--- src/rtl/riscv_mem_arbiter.sv ---
// Shares one single-port memory between instruction fetch and the data stage.
// One transaction in flight; data wins arbitration unless fetch has waited too long.
module riscv_mem_arbiter #(
  parameter int XLEN         = 32,
  parameter int MAX_D_STREAK = 4
) (
  input  logic                clk_i,
  input  logic                rst_i,

  input  logic                if_req_i,
  input  logic [XLEN-1:0]     if_addr_i,
  input  logic                if_flush_i,
  output logic                if_gnt_o,
  output logic                if_rvalid_o,
  output logic [XLEN-1:0]     if_rdata_o,

  input  logic                d_req_i,
  input  logic                d_we_i,
  input  logic [XLEN/8-1:0]   d_be_i,
  input  logic [XLEN-1:0]     d_addr_i,
  input  logic [XLEN-1:0]     d_wdata_i,
  output logic                d_gnt_o,
  output logic                d_rvalid_o,
  output logic [XLEN-1:0]     d_rdata_o,

  output logic                mem_req_o,
  output logic                mem_we_o,
  output logic [XLEN/8-1:0]   mem_be_o,
  output logic [XLEN-1:0]     mem_addr_o,
  output logic [XLEN-1:0]     mem_wdata_o,
  input  logic                mem_gnt_i,
  input  logic                mem_rvalid_i,
  input  logic [XLEN-1:0]     mem_rdata_i
);

  typedef enum logic [1:0] {
    S_IDLE     = 2'd0,
    S_WAIT_GNT = 2'd1,
    S_WAIT_RSP = 2'd2
  } state_e;

  typedef enum logic {
    OWN_DATA = 1'b0,
    OWN_IF   = 1'b1
  } owner_e;

  localparam logic [3:0] STREAK_MAX = 4'(MAX_D_STREAK);

  state_e     state_q;
  owner_e     owner_q;
  logic       kill_q;
  logic [3:0] streak_q;

  logic       streak_full;
  owner_e     sel_owner;
  owner_e     cur_owner;
  logic       req_raw;

  // Arbitration only matters in IDLE; afterwards the latched owner holds the port.
  always_comb begin
    streak_full = (streak_q == STREAK_MAX);
    if (d_req_i && !(if_req_i && streak_full)) begin
      sel_owner = OWN_DATA;
    end else begin
      sel_owner = OWN_IF;
    end
    cur_owner = (state_q == S_IDLE) ? sel_owner : owner_q;

    unique case (state_q)
      S_IDLE:     req_raw = if_req_i | d_req_i;
      S_WAIT_GNT: req_raw = 1'b1;
      default:    req_raw = 1'b0;
    endcase
  end

  always_comb begin
    mem_req_o   = 1'b0;
    mem_we_o    = 1'b0;
    mem_be_o    = '0;
    mem_addr_o  = '0;
    mem_wdata_o = '0;
    if_gnt_o    = 1'b0;
    d_gnt_o     = 1'b0;
    if_rvalid_o = 1'b0;
    d_rvalid_o  = 1'b0;
    if_rdata_o  = '0;
    d_rdata_o   = '0;
    if (!rst_i) begin
      mem_req_o = req_raw;
      if (cur_owner == OWN_IF) begin
        mem_we_o    = 1'b0;
        mem_be_o    = '1;
        mem_addr_o  = if_addr_i;
        mem_wdata_o = '0;
      end else begin
        mem_we_o    = d_we_i;
        mem_be_o    = d_be_i;
        mem_addr_o  = d_addr_i;
        mem_wdata_o = d_wdata_i;
      end
      if_gnt_o = mem_gnt_i & req_raw & (cur_owner == OWN_IF);
      d_gnt_o  = mem_gnt_i & req_raw & (cur_owner == OWN_DATA);

      // A flush arriving with the response itself must also drop it.
      d_rvalid_o  = mem_rvalid_i & (state_q == S_WAIT_RSP) & (owner_q == OWN_DATA);
      if_rvalid_o = mem_rvalid_i & (state_q == S_WAIT_RSP) & (owner_q == OWN_IF)
                    & ~kill_q & ~if_flush_i;
      if_rdata_o  = mem_rdata_i;
      d_rdata_o   = mem_rdata_i;
    end
  end

  always_ff @(posedge clk_i) begin
    if (rst_i) begin
      state_q  <= S_IDLE;
      owner_q  <= OWN_DATA;
      kill_q   <= 1'b0;
      streak_q <= 4'd0;
    end else begin
      unique case (state_q)
        S_IDLE: begin
          if (req_raw) begin
            owner_q <= sel_owner;
            state_q <= mem_gnt_i ? S_WAIT_RSP : S_WAIT_GNT;
            if (if_gnt_o && if_flush_i) begin
              kill_q <= 1'b1;
            end
          end
        end
        S_WAIT_GNT: begin
          if (owner_q == OWN_IF && if_flush_i) begin
            kill_q <= 1'b1;
          end
          if (mem_gnt_i) begin
            state_q <= S_WAIT_RSP;
          end
        end
        S_WAIT_RSP: begin
          if (mem_rvalid_i) begin
            state_q <= S_IDLE;
            kill_q  <= 1'b0;
          end else if (owner_q == OWN_IF && if_flush_i) begin
            kill_q <= 1'b1;
          end
        end
        default: begin
          state_q <= S_IDLE;
        end
      endcase

      // Streak counts data grants taken while a fetch was waiting.
      if (d_gnt_o) begin
        if (!if_req_i) begin
          streak_q <= 4'd0;
        end else if (!streak_full) begin
          streak_q <= streak_q + 4'd1;
        end
      end else if (if_gnt_o) begin
        streak_q <= 4'd0;
      end
    end
  end

endmodule

--- config.mk ---
export PLATFORM = sky130hd
export DESIGN_NAME = riscv_mem_arbiter
export DESIGN_NICKNAME = d
export VERILOG_FILES = /design/src/rtl/riscv_mem_arbiter.sv
export SDC_FILE = /design/constraint.sdc
export NUM_CORES = 1
export LEC_CHECK = 0
export CAP_MARGIN = 20
export CORE_MARGIN = 10
export CORE_UTILIZATION = 23
export CTS_CLUSTER_SIZE = 40
export DETAILED_ROUTE_END_ITERATION = 12
export PLACE_DENSITY = 0.82
export SKIP_CTS_REPAIR_TIMING = 1
export SLEW_MARGIN = 25
export SYNTH_ARGS = -nofsm -noshare
export SYNTH_HDL_FRONTEND = slang
export SYNTH_SLANG_ARGS = --single-unit
--- constraint.sdc ---
create_clock -name clk_i -period 2.4 [get_ports clk_i]
set_input_delay 0.48 -clock clk_i [delete_from_list [all_inputs] [get_ports clk_i]]
set_output_delay 0.48 -clock clk_i [all_outputs]
set_load 0.02 [all_outputs]
Word-level counts from Yosys, hierarchy flattened. Index checks and enable logic that the tools add are counted.

Bits of input ports: 140. Bits in registers: 8. Word-level logic and storage cells: 69. Output and inout bits: 138.

Bitwise gates (word level): 13. Add/subtract/negate cells: 1. Equal/unequal tests: 8. Muxes and demuxes: 31. Reductions and logical operators: 12.

Operators with widths (count): $mux W32 (5); $mux W4 (6); $mux W1 (13); $and A1 B1 Y1 (8); $mux W2 (4); $ne A2 B2 Y1 const B (3); $pmux W2 S3 (1); $reduce_and A3 Y1 (2); $add A4 B1 Y4 const B (1); $eq A4 B3 Y1 const B (1); $logic_and A1 B1 Y1 (4); $not A1 Y1 (4); $reduce_and A2 Y1 (2); $ne A3 B3 Y1 const B (1); $pmux W1 S3 (1); $reduce_bool A3 Y1 (1); $eq A2 B1 Y1 const B (1); $eq A2 B2 Y1 const B (1); $logic_not A2 Y1 (1); $ne A2 B1 Y1 const B (1); $pmux W1 S2 (1); $reduce_bool A2 Y1 (1); $logic_not A1 Y1 (1); $or A1 B1 Y1 (1).

Depth between registers and ports, before layout.
Depth after elaboration: 12. Depth in mapped cells: 9. Mapped depth without buffers: 6.

Least setup slack after synthesis. No wires, ideal clock.

Path kind: reg2out. From: register state_q[0]. To: output mem_addr_o[10]. Buffers on the path: 3. Path slack: -0.084 ns. Required time: 1.920 ns. Stages on the path, launching flop included: 10. Data arrival time: 2.004 ns. Cell sequence: dfxtp_1 inv_1 ha_1 buf_2 nor2_1 a31o_2 clkbuf_1 clkbuf_1 nand2_1 a21oi_1.

Cells in the longest elaborated chain, start to end: 4.

Ends and longest elaborated chain: start, declared (RTL line 49) `state_e state_q;`; start signal, assigned (RTL line 124) `state_q <= mem_gnt_i ? S_WAIT_RSP : S_WAIT_GNT;`; $logic_not A2 Y1 (RTL line 67) `cur_owner = (state_q == S_IDLE) ? sel_owner : owner_q;`; $mux W1 (RTL line 67); $mux W32 (RTL line 90) `if (cur_owner == OWN_IF) begin`; $mux W32 (RTL line 88) `if (!rst_i) begin`; end, declared (RTL line 29) `output logic [XLEN-1:0] mem_addr_o,`.

No other way between the ends.

Worst setup path in the final report.
From: register state_q[0]. To: output mem_addr_o[1].

The elaborated chain is that of the path after synthesis.

==> results.yml <==
timing:
  grt_setup_unrepaired: "true"
  whs_ps: 557
  maxSlewViolCount: 0
  clock_skew_ps: 1.52
  setup_slack_ps: 54.4
  setup_viol: 0
  slew_headroom_pct: 55.6
  hold_violations: 0
  finalCriticalPeriod_ps: 2350
  max_freq_mhz: 426
  period_share_pct: 97.7
  setup_tns_ps: 0
  tightest_slew_ps: 661
synth:
  seq_area_frac_synth_pct: 9.05
  synthXorXnorAreaFrac_pct: 0
  synth_compound_area_share_pct: 18.7
  synth_top_family_by_area: "simple AND/OR/NAND/NOR gates"
  synth_cell_type_count: 34
  synth_area_leaders: "nand2_1, buf_4, and3_1"
  synthMuxAreaShare_pct: 0.636
  synthAdderAreaFrac_pct: 4.95
  yosys.area_share.simple_pct: 46.3
  synth_largest_area_cell: "nand2_1"
  syn-cell-area_mm2: 0.00177
  yosysTopAreaCellShare_pct: 14.4
  syn_inst: 295
  yosysWarnings: 0
  syn-num-nets: 442
  ys_ff_latch: 8
  syn_area_per_cell_um2: 6.00
placed_design:
  placedCellCount: 649
  placedInstanceArea_mm2: 0.00472
  place.gp.congestion: 0.829
  dp_slack_ps: -605
  port_buffers: 277
  hpwl_um: 10600
route:
  routed.top_layer: "met4"
  wl_met2_um: 6590
  vias_per_cell: 4.50
  vias: 2960
  drt-met1-wl_um: 4220
  drc: 0
  wirelength_um: 12500
  drt_iter0_drc: 110
  drt-wirelength-per-cell_um: 19.0
  met3WireLength_um: 1540
  drt-pass1-iter-count: 4
  postRouteAntennaNets: 0
worst_setup_path:
  worst-endpoint-required_ps: 1920
  endpoint_kind: "output pin"
  crit_type: "flop to output pin"
  crit_chain: "inv_1 -> ha_2 -> nor2_1 -> buf_4 -> a31oi_4 -> buf_12 -> clkbuf_16 -> nand2_1 -> a21oi_1 -> buf_2"
  crit_buf_inv: 5
  crit_path_top_delay_cell: "dfxtp_1"
  slowest_delay_ps: 310
  critPathTopFamily: "buffers and inverters"
  crit_arrival_ps: 1870
  path_max_fanout: 9
  start_kind: "flop"
run:
  maxCapViolCount: 0
cells_and_area:
  stdcell_area_mm2: 0.00487
  antennaDiodeCount: 0
  utilization_pct: 66.1
  area_growth_pct: 175
  layout_common_cells: "clkdlybuf4s50_1, nand2_1, buf_4"
  drive_gt1_share_pct: 20.9
  nets: 708
  layout_commonest_cell: "clkdlybuf4s50_1"
  finalNonFillerCells: 658
pwr:
  static-leakage-power_nw: 2.66
  switching_power_mw: 1.05
  design_power_total_mw: 2.28
  clkPwrFrac_pct: 7.6
  pwr-share-seq_pct: 7.1
  powerDensity_mw_per_mm2: 468
  combPwrFrac_pct: 85.3
  intPower_mw: 1.23
  vdd_drop_max_mv: 0.296
  switching_share_pct: 46.1
die:
  rows: 31
  initial_core_util_pct: 24.0
  fp.dieW_um: 108
  die_area_mm2: 0.0116
  die_height_um: 108
  io_pins: 278
  core_area_mm2: 0.00737
cts:
  cts_buffers: 3
  cts.clk_slew.worst_paths_ps: 50
  cts_htree_levels: 1
  cts_max_path_buffers: 2
  cts-root-buf: "clkbuf_8"
  cts_tree: "done"
  clock_latency_ps: 240
  clkSinkCount: 8
global_route:
  grt_pass1_vias: 3063
  antenna_found_initial: 0
  grt.overflow.total: 0
  grt_max_degree: 45
  grt_usage_pct: 18.4
  grt_pass1_wl_um: 17100
worst_hold_path:
  hold_path_class: "flop to flop"
status:
  outcome: "finished clean"
==> power groups by stage <==
stage | Combinational [mW] | Clock, mW | Sequential, mW
2_1_floorplan | 0.919 | 0 | 0.167
3_3_place_gp | 1.85 | 0 | 0.163
3_5_place_dp | 1.87 | 0 | 0.164
4_1_cts | 1.88 | 0.172 | 0.162
5_1_grt | 2.07 | 0.185 | 0.165
6_report | 1.95 | 0.173 | 0.163
==> routing by layer <==
metal	vias up	global-route usage, %
li1	1485	-
met1	1297	17.5
met2	167	35.0
met3	11	8.26
met4	0	4.29
met5	-	0
==> state kept, by name, summed over array words and instances (netlist names) <==
signal,cells
kill_q,1
owner_q,1
state_q,2
streak_q,4
==> cell usage after synthesis <==
cell type,instances
a211o_4,1
a211oi_1,1
a21o_1,1
a21oi_1,36
a221o_1,1
a221oi_1,1
a311oi_1,2
a31o_2,1
a31oi_1,1
a41oi_1,1
and3_1,34
buf_2,4
buf_4,32
clkbuf_1,20
dfxtp_1,8
ha_1,7
inv_1,7
mux2_2,1
nand2_1,68
nand3_1,3
nand4b_1,1
nor2_1,14
nor2b_1,34
nor3_1,2
nor3b_1,1
nor4_1,1
nor4b_1,1
o211ai_1,1
o21ai_0,4
o31ai_2,1
o32ai_1,2
or2b_1,1
or4_2,1
or4b_4,1
==> worst register-to-register path: cells and delay by family (launching register included) <==
kind | cells | cell delay [ps]
flip-flops | 1 | 300
AO/OA/AOI/OAI | 2 | 640
buffers and inverters | 3 | 370
adder cells (fa/ha/maj) | 1 | 210
AND/OR/NAND/NOR | 2 | 640
==> area by class of cell <==
class	instances	area (µm²)
repair buffers	317	3150
flip-flops and latches	8	161
fillers	633	2500
clock buffers	3	41.3
inverters	7	26.3
well taps	99	124
multi-input cells	224	1370
==> path summary, 6_finish.rpt <==
path / from / end / slack, ps / cells past startpoint
setup / recovery: state_q[0]$_SDFFE_PP0P_ / mem_addr_o[1] / 50 / 10
hold / removal: streak_q[3]$_SDFFE_PP0P_ / streak_q[3]$_SDFFE_PP0P_ / 560 / 2
setup reg to reg: state_q[1]$_SDFFE_PP0P_ / streak_q[3]$_SDFFE_PP0P_ / 140 / 8
hold reg to reg: streak_q[3]$_SDFFE_PP0P_ / streak_q[3]$_SDFFE_PP0P_ / 560 / 2
==> cells by family after synthesis <==
group	after synthesis
flip-flops	8
buffers and inverters	63
adder cells (fa/ha/maj)	7
AND/OR/NAND/NOR	162
AO/OA/AOI/OAI	54
multiplexers	1
Note: power is estimated with default switching activity, not from simulation.
